### config.mk
export PLATFORM = sky130hd
export DESIGN_NAME = grf_writeback_flat
export DESIGN_NICKNAME = d
export VERILOG_FILES = /design/src/rtl/mips_pkg.sv /design/src/rtl/grf_writeback_if.sv /design/src/rtl/grf_writeback_load_ext.sv /design/src/rtl/grf_writeback.sv /design/src/flat_wrapper.sv
export SDC_FILE = /design/constraint.sdc
export NUM_CORES = 2
export LEC_CHECK = 0
export CORE_ASPECT_RATIO = 0.5
export CORE_MARGIN = 2
export CORE_UTILIZATION = 35
export DETAILED_ROUTE_END_ITERATION = 16
export PLACE_DENSITY = 0.49
export SLEW_MARGIN = 0
export SYNTH_ARGS = -nofsm -noshare
export SYNTH_HDL_FRONTEND = slang
export SYNTH_SLANG_ARGS = --single-unit
### constraint.sdc
create_clock -name clk -period 5 [get_ports clk]
set_input_delay 1.25 -clock clk [delete_from_list [all_inputs] [get_ports clk]]
set_output_delay 1.25 -clock clk [all_outputs]
set_load 0.03 [all_outputs]
### src/rtl/mips_pkg.sv
// Shared MIPS opcode/funct constants and the write-back source decode,
// reused by the M, D and W stages.
package mips_pkg;

  localparam logic [5:0] OP_RTYPE = 6'h00;
  localparam logic [5:0] OP_JAL   = 6'h03;
  localparam logic [5:0] OP_LB    = 6'h20;
  localparam logic [5:0] OP_LH    = 6'h21;
  localparam logic [5:0] OP_LW    = 6'h23;
  localparam logic [5:0] OP_LBU   = 6'h24;
  localparam logic [5:0] OP_LHU   = 6'h25;

  localparam logic [5:0] FN_JALR  = 6'h09;

  typedef enum logic [1:0] {
    SrcAlu,
    SrcMem,
    SrcLoadExt,
    SrcPc8
  } wb_src_e;

  function automatic wb_src_e wb_src_sel(input logic [5:0] op, input logic [5:0] funct);
    wb_src_e src;
    src = SrcAlu;
    if (op == OP_LW) begin
      src = SrcMem;
    end else if (op == OP_LB || op == OP_LBU || op == OP_LH || op == OP_LHU) begin
      src = SrcLoadExt;
    end else if (op == OP_JAL || (op == OP_RTYPE && funct == FN_JALR)) begin
      src = SrcPc8;
    end
    return src;
  endfunction

endpackage

### src/rtl/grf_writeback_if.sv
// W-stage bundle: pipeline register outputs in, commit/forward/read results out.
interface grf_writeback_if;

  logic [31:0] pc8W;
  logic [31:0] dmW;
  logic [31:0] aluoutW;
  logic [4:0]  waW;
  logic [31:0] instrW;
  logic [4:0]  ra1;
  logic [4:0]  ra2;
  logic [31:0] rd1;
  logic [31:0] rd2;
  logic [31:0] wdW;
  logic        weW;
  logic [31:0] retired;

  modport master (
    output pc8W, dmW, aluoutW, waW, instrW, ra1, ra2,
    input  rd1, rd2, wdW, weW, retired
  );

  modport slave (
    input  pc8W, dmW, aluoutW, waW, instrW, ra1, ra2,
    output rd1, rd2, wdW, weW, retired
  );

endinterface

### src/rtl/grf_writeback_load_ext.sv
// Sub-word load extraction: picks the addressed byte/halfword out of the
// aligned memory word and sign- or zero-extends it.
module wb_load_ext
  import mips_pkg::*;
(
  input  logic [5:0]  op_i,
  input  logic [31:0] dm_i,
  input  logic [1:0]  addr_lo_i,
  output logic [31:0] ext_o
);

  logic [7:0]  byte_sel;
  logic [15:0] half_sel;

  always_comb begin
    byte_sel = dm_i[8*addr_lo_i +: 8];
    // Halfword loads ignore the low address bit.
    half_sel = addr_lo_i[1] ? dm_i[31:16] : dm_i[15:0];
  end

  always_comb begin
    ext_o = '0;
    case (op_i)
      OP_LB:   ext_o = {{24{byte_sel[7]}}, byte_sel};
      OP_LBU:  ext_o = {24'h0, byte_sel};
      OP_LH:   ext_o = {{16{half_sel[15]}}, half_sel};
      OP_LHU:  ext_o = {16'h0, half_sel};
      default: ext_o = '0;
    endcase
  end

endmodule

### src/rtl/grf_writeback.sv
// Write-back stage: selects commit data, writes the 32x32 register file,
// serves two bypassed read ports and counts retired instructions.
module grf_writeback
  import mips_pkg::*;
(
  input  logic            clk,
  input  logic            rst,
  grf_writeback_if.slave  wb
);

  logic [31:0] gpr_q [32];
  logic [31:0] retired_q, retired_d;
  logic [31:0] load_val;
  logic [31:0] wd;
  logic        we;
  wb_src_e     src;
  logic        unused_instr;

  assign unused_instr = ^wb.instrW[25:6];

  wb_load_ext u_load_ext (
    .op_i      (wb.instrW[31:26]),
    .dm_i      (wb.dmW),
    .addr_lo_i (wb.aluoutW[1:0]),
    .ext_o     (load_val)
  );

  always_comb begin
    src = wb_src_sel(wb.instrW[31:26], wb.instrW[5:0]);
    wd  = wb.aluoutW;
    unique case (src)
      SrcMem:     wd = wb.dmW;
      SrcLoadExt: wd = load_val;
      SrcPc8:     wd = wb.pc8W;
      default:    wd = wb.aluoutW;
    endcase
  end

  assign we = (wb.waW != 5'd0);

  always_comb begin
    retired_d = retired_q;
    if (wb.instrW != 32'h0) begin
      retired_d = retired_q + 32'd1;
    end
  end

  // gpr_q[0] is never written because we requires a nonzero index.
  always_ff @(posedge clk) begin
    if (!rst) begin
      for (int i = 0; i < 32; i++) begin
        gpr_q[i] <= '0;
      end
      retired_q <= '0;
    end else begin
      if (we) begin
        gpr_q[wb.waW] <= wd;
      end
      retired_q <= retired_d;
    end
  end

  // Same-cycle write-through so decode sees the value being committed.
  always_comb begin
    wb.rd1 = gpr_q[wb.ra1];
    if (wb.ra1 == 5'd0) begin
      wb.rd1 = '0;
    end else if (we && wb.ra1 == wb.waW) begin
      wb.rd1 = wd;
    end
  end

  always_comb begin
    wb.rd2 = gpr_q[wb.ra2];
    if (wb.ra2 == 5'd0) begin
      wb.rd2 = '0;
    end else if (we && wb.ra2 == wb.waW) begin
      wb.rd2 = wd;
    end
  end

  assign wb.wdW     = wd;
  assign wb.weW     = we;
  assign wb.retired = retired_q;

endmodule

### src/flat_wrapper.sv
// flat-port wrapper written by rule: the top's interface ports become plain ports
module grf_writeback_flat import mips_pkg::*;
  (clk, rst, wb_pc8W, wb_dmW, wb_aluoutW, wb_waW, wb_instrW, wb_ra1, wb_ra2, wb_rd1, wb_rd2, wb_wdW, wb_weW, wb_retired);
  grf_writeback_if wb_i ();
  input  logic clk;
  input  logic rst;
  input wire logic [$bits(wb_i.pc8W)-1:0] wb_pc8W;
  input wire logic [$bits(wb_i.dmW)-1:0] wb_dmW;
  input wire logic [$bits(wb_i.aluoutW)-1:0] wb_aluoutW;
  input wire logic [$bits(wb_i.waW)-1:0] wb_waW;
  input wire logic [$bits(wb_i.instrW)-1:0] wb_instrW;
  input wire logic [$bits(wb_i.ra1)-1:0] wb_ra1;
  input wire logic [$bits(wb_i.ra2)-1:0] wb_ra2;
  output wire logic [$bits(wb_i.rd1)-1:0] wb_rd1;
  output wire logic [$bits(wb_i.rd2)-1:0] wb_rd2;
  output wire logic [$bits(wb_i.wdW)-1:0] wb_wdW;
  output wire logic [$bits(wb_i.weW)-1:0] wb_weW;
  output wire logic [$bits(wb_i.retired)-1:0] wb_retired;
  assign wb_i.pc8W = wb_pc8W;
  assign wb_i.dmW = wb_dmW;
  assign wb_i.aluoutW = wb_aluoutW;
  assign wb_i.waW = wb_waW;
  assign wb_i.instrW = wb_instrW;
  assign wb_i.ra1 = wb_ra1;
  assign wb_i.ra2 = wb_ra2;
  assign wb_rd1 = wb_i.rd1;
  assign wb_rd2 = wb_i.rd2;
  assign wb_wdW = wb_i.wdW;
  assign wb_weW = wb_i.weW;
  assign wb_retired = wb_i.retired;
  grf_writeback u_core (.clk(clk), .rst(rst), .wb(wb_i));
endmodule
==> qor.yml <==
cts:
  numCtsBuffers: 104
  tritoncts: "built"
  clk_pin_slew_ns: 0.06
  cts_max_level: 3
  insertion_delay_ns: 0.72
  clockRootBuffer: "clkbuf_16"
  cts.path.max_buffers: 3
  cts.sinks: 1056
place:
  port_buffers: 273
  dpl.hpwl_um: 152600
  dp_cells: 7002
  place_congestion: 0.8981
  dp_slack_ns: -0.5585
routing:
  drc: 0
  ant_nets: 0
  routedWlPerCell_um: 32.32
  routed_wl_um: 234000
  drt_iter0_drc: 5915
  vias: 43570
  dr.pass1.iters: 8
  vias_per_cell: 6.020
grt:
  antenna_found_initial: 17
  grt-ovfl-total: 0
  grt_pass1_wl_um: 324500
  grt_usage_pct: 27.94
  grt_max_degree: 67
  grt_pass1_vias: 42680
sta:
  max_freq_mhz: 199.6
  setup_slack_ns: -0.01062
  slew_headroom_pct: 43.61
  finClkSkew_ns: 0.01218
  slew_violations: 0
  setup_viol: 1
  fin_crit_ns: 5.011
  setup_tns_ns: -0.01062
  hold_viol: 0
  finalCritPeriodShare_pct: 100.2
  tightest_slew_ns: 0.8449
synthesis:
  async_flop_share_pct: 0
  synth_flop_cell: "edfxtp_1"
  ys_seq_elements: 1056
  synth_edf_count: 1024
  synth_xor_area_share_pct: 0.1715
  synth.most_common_cell: "edfxtp_1"
  synth-simple-area-share_pct: 11.29
  synth.area.mux_share_pct: 20.11
  synthTopCellsByArea: "edfxtp_1, mux4_2, mux2i_1, nor2_1, a22oi_1"
  synthTopCellsByCount: "edfxtp_1, nor2_1, mux2i_1"
  postSynthCellCount: 4468
  synth_top_cell_by_area: "edfxtp_1"
  syn_area_mm2: 0.05619
  synth_warnings: 0
  synth_compound_area_share_pct: 8.135
  syn_area_per_cell_um2: 12.58
  synth_adder_area_share_pct: 0.02227
  yosys.area.top_type_share_pct: 54.73
  yosysSeqAreaShare_pct: 55.87
  ys_types: 72
  synth_top_family_by_area: "multiplexers"
layout:
  n_fill_cell: 14500
  nets: 5149
  syn_to_final_growth_pct: 24.40
  drive_gt1_share_pct: 24.99
  fin_cells: 7238
outcome:
  status: "finished with violations"
  violations: "setup timing"
setup_path:
  cp_max_fo: 29
  r2r_cells: 5
  critPathLaunchType: "primary input"
  path_class: "in -> out"
  endpoint: "wb_rd2[16]"
  crit_start: "wb_ra2[1]"
  crit_required_ns: 3.75
  r2r_setup_slack_ns: 2.19
  r2r_start: "u_core.wb.retired[3]"
  arrival_ns: 3.76
  r2r_end: "u_core.wb.retired[27]"
  critPathCaptureType: "primary output"
floorplanning:
  rows: 103
  die_w_um: 570.6
  die_y_um: 287.3
  ioPinCount: 274
  start_util_pct: 35.42
  die_area_mm2: 0.1639
  core_mm2: 0.1586
power_and_ir_drop:
  total_leakage_power_nw: 26.02
  p_int_mw: 16.20
  power.switching_mw: 6.355
  total_power_mw: 22.56
  p_seq_share_pct: 46.4
  p_clk_share_pct: 34.7
  powerDensity_mw_per_mm2: 322.7
  p_sw_share_pct: 28.18
  peakVddDrop_mv: 0.2538
  combPwrFrac_pct: 18.9
run:
  max_cap_violations: 0
hold_path:
  hold_path_class: "reg -> reg"
## sequential cells by signal, indices dropped and copies added, names as in the netlist
register and flops:
u_core.gpr_q 1024, u_core.wb.retired 32
## cell families (layout without fill, tap and decap cells)
kind of cell	after synthesis	after routing
compound gates	588	588
simple gates	1500	1501
buf+inv	517	1100
flops	1056	1056
mux	794	794
other cells	1	35
fa+ha+maj	1	1
xor+xnor	11	11
## metrics by stage
step / instance area, um2 / util, % / hold WS [ns]
after floorplan: 56300 / - / 0.6028
after global placement: 65740 / 41.44 / 0.4763
after detailed placement: 65740 / 41.44 / 0.4810
after CTS: 69380 / 43.73 / 0.4921
after global routing: 69890 / 44.05 / 0.5040
final: 69890 / 44.06 / 0.4871
## layout make-up
class / instances / area, um2 / area share, %
timing repair buffer: 868 / 9279 / 13.28
multi-input combinational: 2927 / 23130 / 33.10
clock buffer: 124 / 2699 / 3.861
sequential: 1056 / 31390 / 44.91
clock inverter: 62 / 519.2 / 0.7429
inverter: 46 / 173.9 / 0.2488
tap: 2152 / 2693 / 3.852
antenna: 3 / 7.507 / 0.01074
## layer usage
layer  track usage (%)  part of all wire, %  vias up  routed length [um]
met3             8.205                   12      366               28250
met2             42.48                   44     2611              103100
met1             39.05                   41    22560               96640
met4             7.064                  2.6        2                5984
li1                  -                    -    18030                   -
met5                 0               0.0056        -                  13
## power groups by stage
stage	combinational (mW)	clock (mW)	sequential (mW)
after floorplan	2.03	0	10.6
after global placement	4.10	0	10.6
after detailed placement	4.11	0	10.6
after CTS	4.16	7.91	10.5
after global routing	4.41	8.25	10.5
final	4.27	7.82	10.5
## timing repair
action | in CTS | in global routing
pin swaps | 12 | 14
hold buffers | 0 | 0
cloned | 2 | 4
setup endpoints to repair | 88 | 75
gates resized for setup | 75 | 49
buffers inserted | 19 | 23
## placed cells by master, fill, tap and decap left out, drive strengths merged, types with 32 or more instances in the layout
master / synthesis / routed
a21oi: 91 / 91
clkbuf: 269 / 131
buf: 202 / 681
conb: 1 / 32
a221oi: 60 / 60
a22o: 61 / 61
and3: 74 / 74
clkinv: 1 / 52
o22ai: 63 / 63
nand2: 143 / 143
mux4: 267 / 267
dfxtp: 32 / 32
clkdlybuf4s50: 0 / 157
a22oi: 201 / 201
nand3: 169 / 169
nor2: 1015 / 1016
edfxtp: 1024 / 1024
mux2i: 518 / 518
inv: 45 / 47
## how the worst min path moves through the flow
stage / start / to / slack [ns] / cells after the start
after floorplan: u_core.wb.retired[31] / u_core.wb.retired[31] / 0.60 / 2
after global placement: u_core.wb.retired[31] / u_core.wb.retired[31] / 0.48 / 2
after detailed placement: u_core.wb.retired[31] / u_core.wb.retired[31] / 0.48 / 2
after CTS: u_core.wb.retired[31] / u_core.wb.retired[31] / 0.49 / 2
after global routing: u_core.wb.retired[31] / u_core.wb.retired[31] / 0.50 / 2
final: u_core.wb.retired[31] / u_core.wb.retired[31] / 0.49 / 2
## critical path: stages
cell	delay [ns]
clkdlybuf4s50_1	0.57
nor3b_2	0.27
buf_12	0.26
a22o_1	0.31
a221oi_1	0.08
buf_4	0.17
and3_1	0.19
o22ai_1	0.37
buf_12	0.18
Power figures use the tool's default switching activity.
